--- src/rtl/mpu_reg_pkg.sv ---
// Shared definitions for the MPU bridge register bank: doorbell FSM states,
// STATUS/DOORBELL bit positions and the offsets of the control words.
package mpu_reg_pkg;

  typedef enum logic [1:0] {
    DB_IDLE    = 2'd0,
    DB_REQ     = 2'd1,
    DB_RELEASE = 2'd2
  } db_state_e;

  localparam int STAT_BUSY_BIT = 0;
  localparam int STAT_DROP_BIT = 1;
  localparam int DB_GO_BIT     = 0;
  localparam int DROP_CLR_BIT  = 1;

  // Control words sit directly after the data registers.
  function automatic int doorbell_ofs(input int num_regs);
    return num_regs;
  endfunction

  function automatic int status_ofs(input int num_regs);
    return num_regs + 1;
  endfunction

endpackage

--- src/rtl/sync_2ff.sv ---
// Two-flop synchronizer for a single asynchronous level, async active-high reset.
module sync_2ff (
  input  logic i_clk,
  input  logic i_rst,
  input  logic i_d,
  output logic o_q
);

  logic r_meta;
  logic r_sync;

  // NOTE: sequential state is always written with <= so every flop samples
  // the pre-edge value of its neighbours.
  always_ff @(posedge i_clk or posedge i_rst) begin
    if (i_rst) begin
      r_meta <= 1'b0;
      r_sync <= 1'b0;
    end else begin
      r_meta <= i_d;
      r_sync <= r_meta;
    end
  end

  assign o_q = r_sync;

endmodule

--- src/rtl/mpu_reg_bank.sv ---
// APF bridge register bank: NUM_REGS data registers, a four-phase doorbell and
// a STATUS word. Define MPU_REG_BANK_READBACK_EN to make data registers readable.
module mpu_reg_bank
  import mpu_reg_pkg::*;
#(
  parameter logic [31:0] BASE_ADDR = 32'h8000_0000,
  parameter int          NUM_REGS  = 8
) (
  input  logic                     write_clk,
  input  logic                     reset,
  input  logic [31:0]              bridge_addr,
  input  logic                     bridge_wr,
  input  logic [31:0]              bridge_wr_data,
  input  logic                     bridge_rd,
  output logic [31:0]              bridge_rd_data,
  output logic [NUM_REGS*32-1:0]   reg_data_out,
  output logic [NUM_REGS-1:0]      reg_write_trigger,
  output logic                     doorbell_req,
  input  logic                     doorbell_ack,
  input  logic [31:0]              status_in
);

  localparam int          IW     = $clog2(NUM_REGS);
  localparam logic [29:0] DB_OFS = 30'(doorbell_ofs(NUM_REGS));
  localparam logic [29:0] ST_OFS = 30'(status_ofs(NUM_REGS));

  logic [31:0]   w_diff;
  logic [29:0]   w_ofs;
  logic [IW-1:0] w_idx;
  logic          w_aligned, w_is_reg, w_is_db, w_is_st;

  // Addresses below BASE_ADDR wrap to a huge offset and fall out of range.
  assign w_diff    = bridge_addr - BASE_ADDR;
  assign w_ofs     = w_diff[31:2];
  assign w_idx     = w_ofs[IW-1:0];
  assign w_aligned = (w_diff[1:0] == 2'b00);
  assign w_is_reg  = w_aligned && (w_ofs < 30'(NUM_REGS));
  assign w_is_db   = w_aligned && (w_ofs == DB_OFS);
  assign w_is_st   = w_aligned && (w_ofs == ST_OFS);

  logic [31:0]         r_regs [NUM_REGS];
  logic [NUM_REGS-1:0] r_trig;

  // NOTE: the register array is small and its contents are architecturally
  // visible, so it takes the async reset like any other flop.
  always_ff @(posedge write_clk or posedge reset) begin
    if (reset) begin
      for (int i = 0; i < NUM_REGS; i++) r_regs[i] <= '0;
      r_trig <= '0;
    end else begin
      r_trig <= '0;
      if (bridge_wr && w_is_reg) begin
        r_regs[w_idx] <= bridge_wr_data;
        r_trig[w_idx] <= 1'b1;
      end
    end
  end

  for (genvar g = 0; g < NUM_REGS; g++) begin : g_pack
    assign reg_data_out[32*g +: 32] = r_regs[g];
  end
  assign reg_write_trigger = r_trig;

  logic w_ack_sync;

  sync_2ff u_ack_sync (
    .i_clk (write_clk),
    .i_rst (reset),
    .i_d   (doorbell_ack),
    .o_q   (w_ack_sync)
  );

  db_state_e r_state, w_state_nxt;
  logic      w_busy, w_db_go, w_db_drop, w_drop_clr;
  logic      r_busy_drop;

  // req and busy look one cycle ahead of the state register so they react
  // as soon as the synchronized ack changes.
  assign w_busy     = (r_state == DB_REQ) || ((r_state == DB_RELEASE) && w_ack_sync);
  assign w_db_go    = bridge_wr && w_is_db && bridge_wr_data[DB_GO_BIT] && !w_busy;
  assign w_db_drop  = bridge_wr && w_is_db && !w_db_go;
  assign w_drop_clr = bridge_wr && w_is_st && bridge_wr_data[DROP_CLR_BIT];

  always_ff @(posedge write_clk or posedge reset) begin
    if (reset) r_state <= DB_IDLE;
    else       r_state <= w_state_nxt;
  end

  // NOTE: defaults come first so every path assigns every output and no
  // latch is inferred.
  always_comb begin
    w_state_nxt  = r_state;
    doorbell_req = 1'b0;
    case (r_state)
      DB_IDLE:    ;
      DB_REQ: begin
        doorbell_req = !w_ack_sync;
        if (w_ack_sync) w_state_nxt = DB_RELEASE;
      end
      DB_RELEASE: if (!w_ack_sync) w_state_nxt = DB_IDLE;
      default:    w_state_nxt = DB_IDLE;
    endcase
    if (w_db_go) w_state_nxt = DB_REQ;
  end

  always_ff @(posedge write_clk or posedge reset) begin
    if (reset)           r_busy_drop <= 1'b0;
    else if (w_db_drop)  r_busy_drop <= 1'b1;
    else if (w_drop_clr) r_busy_drop <= 1'b0;
  end

  logic [31:0] w_status, w_rd_val;
  logic [31:0] r_rd_data;

  always_comb begin
    w_status                = status_in;
    w_status[STAT_BUSY_BIT] = w_busy;
    w_status[STAT_DROP_BIT] = r_busy_drop;
    w_rd_val                = '0;
    if (w_is_st) w_rd_val = w_status;
`ifdef MPU_REG_BANK_READBACK_EN
    else if (w_is_reg) w_rd_val = r_regs[w_idx];
`endif
  end

  always_ff @(posedge write_clk or posedge reset) begin
    if (reset)          r_rd_data <= '0;
    else if (bridge_rd) r_rd_data <= w_rd_val;
  end

  assign bridge_rd_data = r_rd_data;

endmodule

--- config.mk ---
export PLATFORM = sky130hd
export DESIGN_NAME = mpu_reg_bank
export DESIGN_NICKNAME = d
export VERILOG_FILES = /design/src/rtl/mpu_reg_pkg.sv /design/src/rtl/sync_2ff.sv /design/src/rtl/mpu_reg_bank.sv
export SDC_FILE = /design/constraint.sdc
export NUM_CORES = 1
export LEC_CHECK = 0
export ABC_AREA = 1
export BUFFER_PORTS_ARGS = -buffer_cell sky130_fd_sc_hd__buf_2
export CORE_MARGIN = 8
export CORE_UTILIZATION = 55
export CTS_CLUSTER_DIAMETER = 150
export DETAILED_ROUTE_END_ITERATION = 7
export GPL_TIMING_DRIVEN = 0
export MAX_ROUTING_LAYER = met4
export PLACE_DENSITY_LB_ADDON = 0.15
export SLEW_MARGIN = 40
export SYNTH_ARGS = -nofsm -noshare
export SYNTH_HDL_FRONTEND = slang
export SYNTH_SLANG_ARGS = --single-unit
--- constraint.sdc ---
create_clock -name write_clk -period 13.9 [get_ports write_clk]
set_input_delay 0.695 -clock write_clk [delete_from_list [all_inputs] [get_ports write_clk]]
set_output_delay 0.695 -clock write_clk [all_outputs]
set_load 0.03 [all_outputs]
# --- After elaboration in Yosys (flattened, before gate mapping) ---
# Index checks and enable logic that the tools add are counted.
op_classes:
  bitwise_logic: 1
  n_addsub: 1
  n_lt_le_gt_ge: 5
  n_reduce_logical: 21
  muxes: 14
  eq_ne: 7
ops:
  columns: ["cell", "n"]
  rows:
  - ["$bwmux 256", 1]
  - ["$demux 32 s3", 1]
  - ["$mux 32", 2]
  - ["$eq 30x4->1 const B", 2]
  - ["$sub 32x32->32 const B", 1]
  - ["$lt 30x4->1 const B", 1]
  - ["$logic_and 1x1->1", 13]
  - ["$mux 8", 1]
  - ["$mux 2", 3]
  - ["$pmux 2 s3", 1]
  - ["$ge 4x4->1 const B", 1]
  - ["$logic_not 2->1", 2]
  - ["$lt 3x4->1 const B", 1]
  - ["$lt 4x1->1 const B", 1]
  - ["$mux 1", 4]
  - ["$not 3->4", 1]
  - ["$demux 1 s3", 1]
  - ["$ge 3x1->1 const B", 1]
  - ["$logic_not 1->1", 3]
  - ["$ne 3x2->1 const B", 1]
  - ["$ne 3x3->1 const B", 1]
  - ["$reduce_and 3->1", 1]
  - ["$eq 2x1->1 const B", 1]
  - ["$eq 2x2->1 const B", 1]
  - ["3 further kinds", 3]
totals:
  input_bits: 101
  out_inout_bits: 297
  reg_bits: 301
  wordCells: 63

# --- Depth between registers and ports, before layout ---
depth:
  word_depth: 9
  depth_mapped: 11
  depth_no_buf: 9

# --- Modules after synthesis ---
# From an unflattened synthesis, not the netlist that was laid out.
hier_totals:
  hier_cells: 1407
  hier_area_um2: 12842.3
by_module_without_submodules:
  columns: ["module", "n_inst", "cells_each", "seq_area_each_um2", "area_per_inst_um2"]
  rows:
  - ["mpu_reg_bank", 1, 1404, 7482.2, 12788.5]
  - ["sync_2ff", 1, 3, 50.0, 53.8]

# --- Worst setup path after synthesis ---
# Ideal clock, no wire load.
synth_path:
  kind: "in2reg"
  startpoint: "input port bridge_addr[12]"
  endpoint: "register r_regs, in the netlist reg_data_out[137]"
  t_arrival_ps: 1746
  path_buffers: 2
  setup_time_ps: 118
  setup_slack_ps: 12036
  path_stages: 10
  t_required_ps: 13782
  path_cell_list: "nor2_1 -> nand2_1 -> nor2_2 -> nand2_1 -> nor2_2 -> buf_6 -> nand3_2 -> buf_2 -> nand2_1 -> nand2_1"
synth_via:
  elab_chain_cells: 4
synth_rtl:
  columns: ["element", "line", "rtl"]
  rows:
  - ["from (decl)", "mpu_reg_bank.sv:11", "input logic [31:0] bridge_addr,"]
  - ["$sub 32x32->32", "mpu_reg_bank.sv:33", "assign w_diff = bridge_addr - BASE_ADDR;"]
  - ["$lt 30x4->1", "mpu_reg_bank.sv:37", "assign w_is_reg = w_aligned && (w_ofs < 30'(NUM_REGS));"]
  - ["$logic_and 1x1->1", "mpu_reg_bank.sv:37", null]
  - ["$logic_and 1x1->1", "mpu_reg_bank.sv:52", "if (bridge_wr && w_is_reg) begin"]
  - ["to (signal, indexed assignment)", "mpu_reg_bank.sv:53", "r_regs[w_idx] <= bridge_wr_data;"]
  - ["to (decl)", "mpu_reg_bank.sv:41", "logic [31:0] r_regs [NUM_REGS];"]
# Every way passes these cells.
# A chain may end at the register's enable or synchronous reset.

# --- Worst setup path in the final report ---
layout_path:
  startpoint: "register r_state[1]"
  endpoint: "output port doorbell_req"
layout_via:
  elab_chain_cells: 2
layout_rtl:
  columns: ["element", "line", "rtl"]
  rows:
  - ["from (decl)", "mpu_reg_bank.sv:73", "db_state_e r_state, w_state_nxt;"]
  - ["from (signal assigned)", "mpu_reg_bank.sv:86", "else r_state <= w_state_nxt;"]
  - ["$eq 2x1->1", "mpu_reg_bank.sv:94", "case (r_state)"]
  - ["$mux 1", "mpu_reg_bank.sv:94", null]
  - ["to (decl)", "mpu_reg_bank.sv:18", "output logic doorbell_req,"]
# Every way passes these cells.

==> impl_results.rst <==
.. list-table::
   :header-rows: 1

   * - Metric
     - Value
   * - Outcome
     - complete, no violations
   * - Crit-path cells
     - nor2_1, inv_1, nor2_1, buf_2
   * - Floorplan die area
     - 28300 sq um
   * - Part of the power in registers
     - 48.6%
   * - Routed met1 length
     - 17800 um
   * - Most repeated cell in the gate-level netlist after synthesis
     - nand2_1
   * - Data arrival at the endpoint of the critical path
     - 1.42 ns
   * - Max-capacitance violation count
     - 0
   * - Post-CTS resize count
     - 0
   * - Rows
     - between 50 and 60
   * - Worst-case vdd ir drop
     - between 0.00008 and 0.00009 V
   * - Worst clock skew
     - 0.00235 ns
   * - Global-route wire length before repair
     - roughly 70000 um
   * - Diodes inserted
     - 0
   * - Multi-input gate area in the final layout
     - 4240 sq um
   * - Vias in the first global route
     - 11900
   * - Endpoint class of the critical path
     - output port
   * - GPL Wtd Cong
     - 0.881
   * - Category of the critical setup timing path
     - reg -> out
   * - Internal power consumption
     - 1.39 mW
   * - Time the final worst path needs with I/O delays and setup
     - roughly 2.1 ns
   * - Number of levels in the clock H-tree
     - 1
   * - Power density normalized to cell area
     - 113 nW/um^2
   * - Buffers & Inverters on Critical Path
     - 2
   * - Fraction of the yosys area taken by sequential cells
     - 59.1%
   * - Drt wl/cell
     - 22.1 um
   * - Post-synthesis cell type count
     - 18
   * - Clock power share
     - 46.2%
   * - Cell types with the highest counts after synthesis
     - 603 x nand2_1, 301 x dfrtp_1, 256 x nand4_1
   * - Synth warnings
     - 0
   * - Worst path most repeated cell
     - nor2_1
   * - Placement Setup Slack
     - 11.37 ns
   * - Deepest clock path buffer count
     - 3
   * - Number of failing hold endpoints at the final stage
     - 0
   * - Most instantiated flip-flop cell in the synthesis netlist
     - dfrtp_1
   * - Final TNS setup
     - 0 ns
   * - Via count normalized by instance count
     - 5.78
   * - Worst setup slack after layout
     - 11.79 ns
   * - Top cells by area in the synthesized netlist
     - dfrtp_1 59%, nand2_1 18%, nand4_1 13%
   * - Initial DRC Count
     - 1156
   * - CTS Root Cell
     - clkbuf_16
   * - Hold buffers post-CTS
     - 0
   * - Async set or reset register ratio after synthesis
     - 100%
   * - Amount of wire on met3 after detailed routing
     - 5150 um
   * - Worst path required time
     - about 13 ns
   * - Cell taking the most area after synthesis
     - dfrtp_1
   * - Flip-flop and latch area
     - 7530 sq um
   * - Mapped Avg Cell Area
     - 9.00 sq um
   * - Number of fillers in the final layout
     - 1833
   * - Number of nets in the layout
     - roughly 1900
   * - CP startpoint kind
     - flop
   * - GR Util All Layers
     - 33.0%
   * - Via count
     - around 12000
   * - Antenna Nets Post-Route
     - 0
   * - Met2 WL post-DR
     - 22200 um
   * - Worst-path maximum fanout
     - 2
   * - Post-synthesis instance area
     - 12700 sq um
   * - Number of DRC violations after detailed routing
     - 0
   * - Layout overhead on the synthesized area
     - 25.7%
   * - Ports placed on the boundary
     - 398
   * - Post-CTS Setup Inserts
     - 0
   * - Top routing layer in use
     - met4
   * - Initial Utilization
     - a little under three fifths
   * - Number of antenna violations at the first check in global routing
     - 0
   * - Port bufs
     - 361
   * - Combinational fraction of design power
     - roughly 5.2%
   * - Clock transition time at the flip-flop clock pins of the worst setup and hold paths
     - 0.06 ns
   * - Worst skew pair latency
     - 0.54 ns
   * - Count of flip-flops with a built-in enable after synthesis
     - 0
   * - Transition at the pin with the smallest max-transition slack
     - between 0.7 and 0.8 ns
   * - Area share of the largest cell type after synthesis
     - 59.1%
   * - Die Span Y
     - 168 um
   * - CTS tree
     - yes
   * - Max-slew headroom
     - 47.8%
   * - Number of setup violations in the final report
     - 0
   * - Dominant delay contributor by cell family on the critical path
     - flip-flops
   * - Placeable core region
     - 22700 sq um
   * - Maximum number of pins on one net before global-route repair
     - 82
   * - Final wirelength
     - 46900 um
   * - Share of total power consumed by net switching
     - a little under a quarter
   * - Post-DP HPWL
     - 34100 um
   * - Max-slew violations
     - 0
   * - First drt pass iteration count
     - 5
   * - Total overflow reported by the global router
     - 0
   * - Number of buffers inserted during clock tree synthesis
     - 30
   * - Number of cells produced by synthesis
     - 1416
   * - Ratio of final minimum period to clock period
     - between 15 and 20%
   * - Clock tree sinks
     - 301
   * - Fraction of layout cells with a size suffix above 1
     - a little over a quarter
   * - Worst Hold Class
     - in -> async
   * - Static leakage
     - 9.61 nW
   * - Post-synthesis net count
     - 1517
   * - RSZ-0062 raised after global routing
     - false
   * - Library cell contributing the largest single delay on the critical path
     - dfrtp_1
   * - Die Wd
     - 168 um
   * - Worst path max stage delay
     - between 0.3 and 0.4 ns
   * - Net load switching power
     - 417 uW
   * - Highest Clock Rate
     - 473 MHz
   * - Total of flip-flops plus latches after synthesis
     - 301
==> routing by layer <==
layer	vias up	GRT usage, %
met5	-	-
met2	695	52.2
met3	120	9.00
met1	5934	40.3
met4	0	11.9
li1	5507	-
==> per-stage QoR <==
| step | utilization [%] | instances | area [sq um] | hold slack (ns) | total power [mW] |
|---|---|---|---|---|---|
| final | 70.5 | 2121 | 16000 | 0.208 | 1.80 |
| after global routing | 70.5 | 2121 | 16000 | 0.237 | 1.85 |
| after CTS | 70.5 | 2121 | 16000 | 0.223 | 1.81 |
| after detailed placement | 66.0 | 2065 | 15000 | 0.337 | 0.985 |
| after global placement | 65.6 | 2062 | 14900 | 0.336 | 0.981 |
| after floorplan | - | 1416 | 12700 | 0.331 | 0.944 |
==> path summary, 6_finish.rpt <==
check	start	end	slack [ns]	cells past startpoint
max	r_state[1]	doorbell_req	11.79	4
max reg2reg	r_state[1]	r_state[0]	12.84	8
max in group asynchronous	reset	reg_data_out[250]	12.52	4
min in group write_clk	doorbell_ack	u_ack_sync.r_meta	0.26	1
min reg2reg	u_ack_sync.r_meta	u_ack_sync.o_q	0.35	0
min	reset	reg_data_out[101]	0.21	2
==> sequential cells by signal (all words and copies together) (netlist names) <==
name and cells:
reg_data_out 256, r_busy_drop 1, bridge_rd_data 32, u_ack_sync.o_q 1
u_ack_sync.r_meta 1, reg_write_trigger 8, r_state 2
==> kinds of logic after synthesis <==
group	share of synthesized area [%]
AND/OR/NAND/NOR	32.0
flip-flops	59.1
buffers and inverters	7.61
AO/OA/AOI/OAI	1.26
==> layout make-up <==
cell class	count	share of cell area (%)
clock buffers	49	5.83
flip-flops and latches	301	47.0
multi-input cells	934	26.5
repair buffers	364	11.8
well taps	285	2.23
plain buffers	152	5.38
clock inverters	7	0.531
inverters	29	0.727
==> layout by cell type (no fill, tap or decap), types with 2 or more instances in the layout <==
cell type | netlist | routed
bufinv_16 | 0 | 2
clkinv_2 | 0 | 5
nand2_1 | 603 | 603
clkbuf_16 | 0 | 31
nand4_1 | 256 | 256
nor2_2 | 2 | 2
o21ai_0 | 32 | 32
inv_1 | 28 | 27
buf_12 | 2 | 2
buf_16 | 0 | 3
nand3_2 | 6 | 6
buf_6 | 26 | 26
nand3_1 | 5 | 5
nor2_1 | 28 | 28
clkbuf_8 | 0 | 9
clkbuf_2 | 30 | 30
buf_2 | 20 | 381
dfrtp_1 | 301 | 301
clkbuf_1 | 73 | 82
==> power by group through the flow <==
stage / clock network [mW] / logic [mW] / registers, mW
after floorplan: 0 / 0.0506 / 0.893
after global placement: 0 / 0.0881 / 0.893
after detailed placement: 0 / 0.0927 / 0.893
after CTS: 0.838 / 0.0930 / 0.876
after global routing: 0.876 / 0.102 / 0.876
final: 0.834 / 0.0942 / 0.876
(Power assumes the default switching activity.)
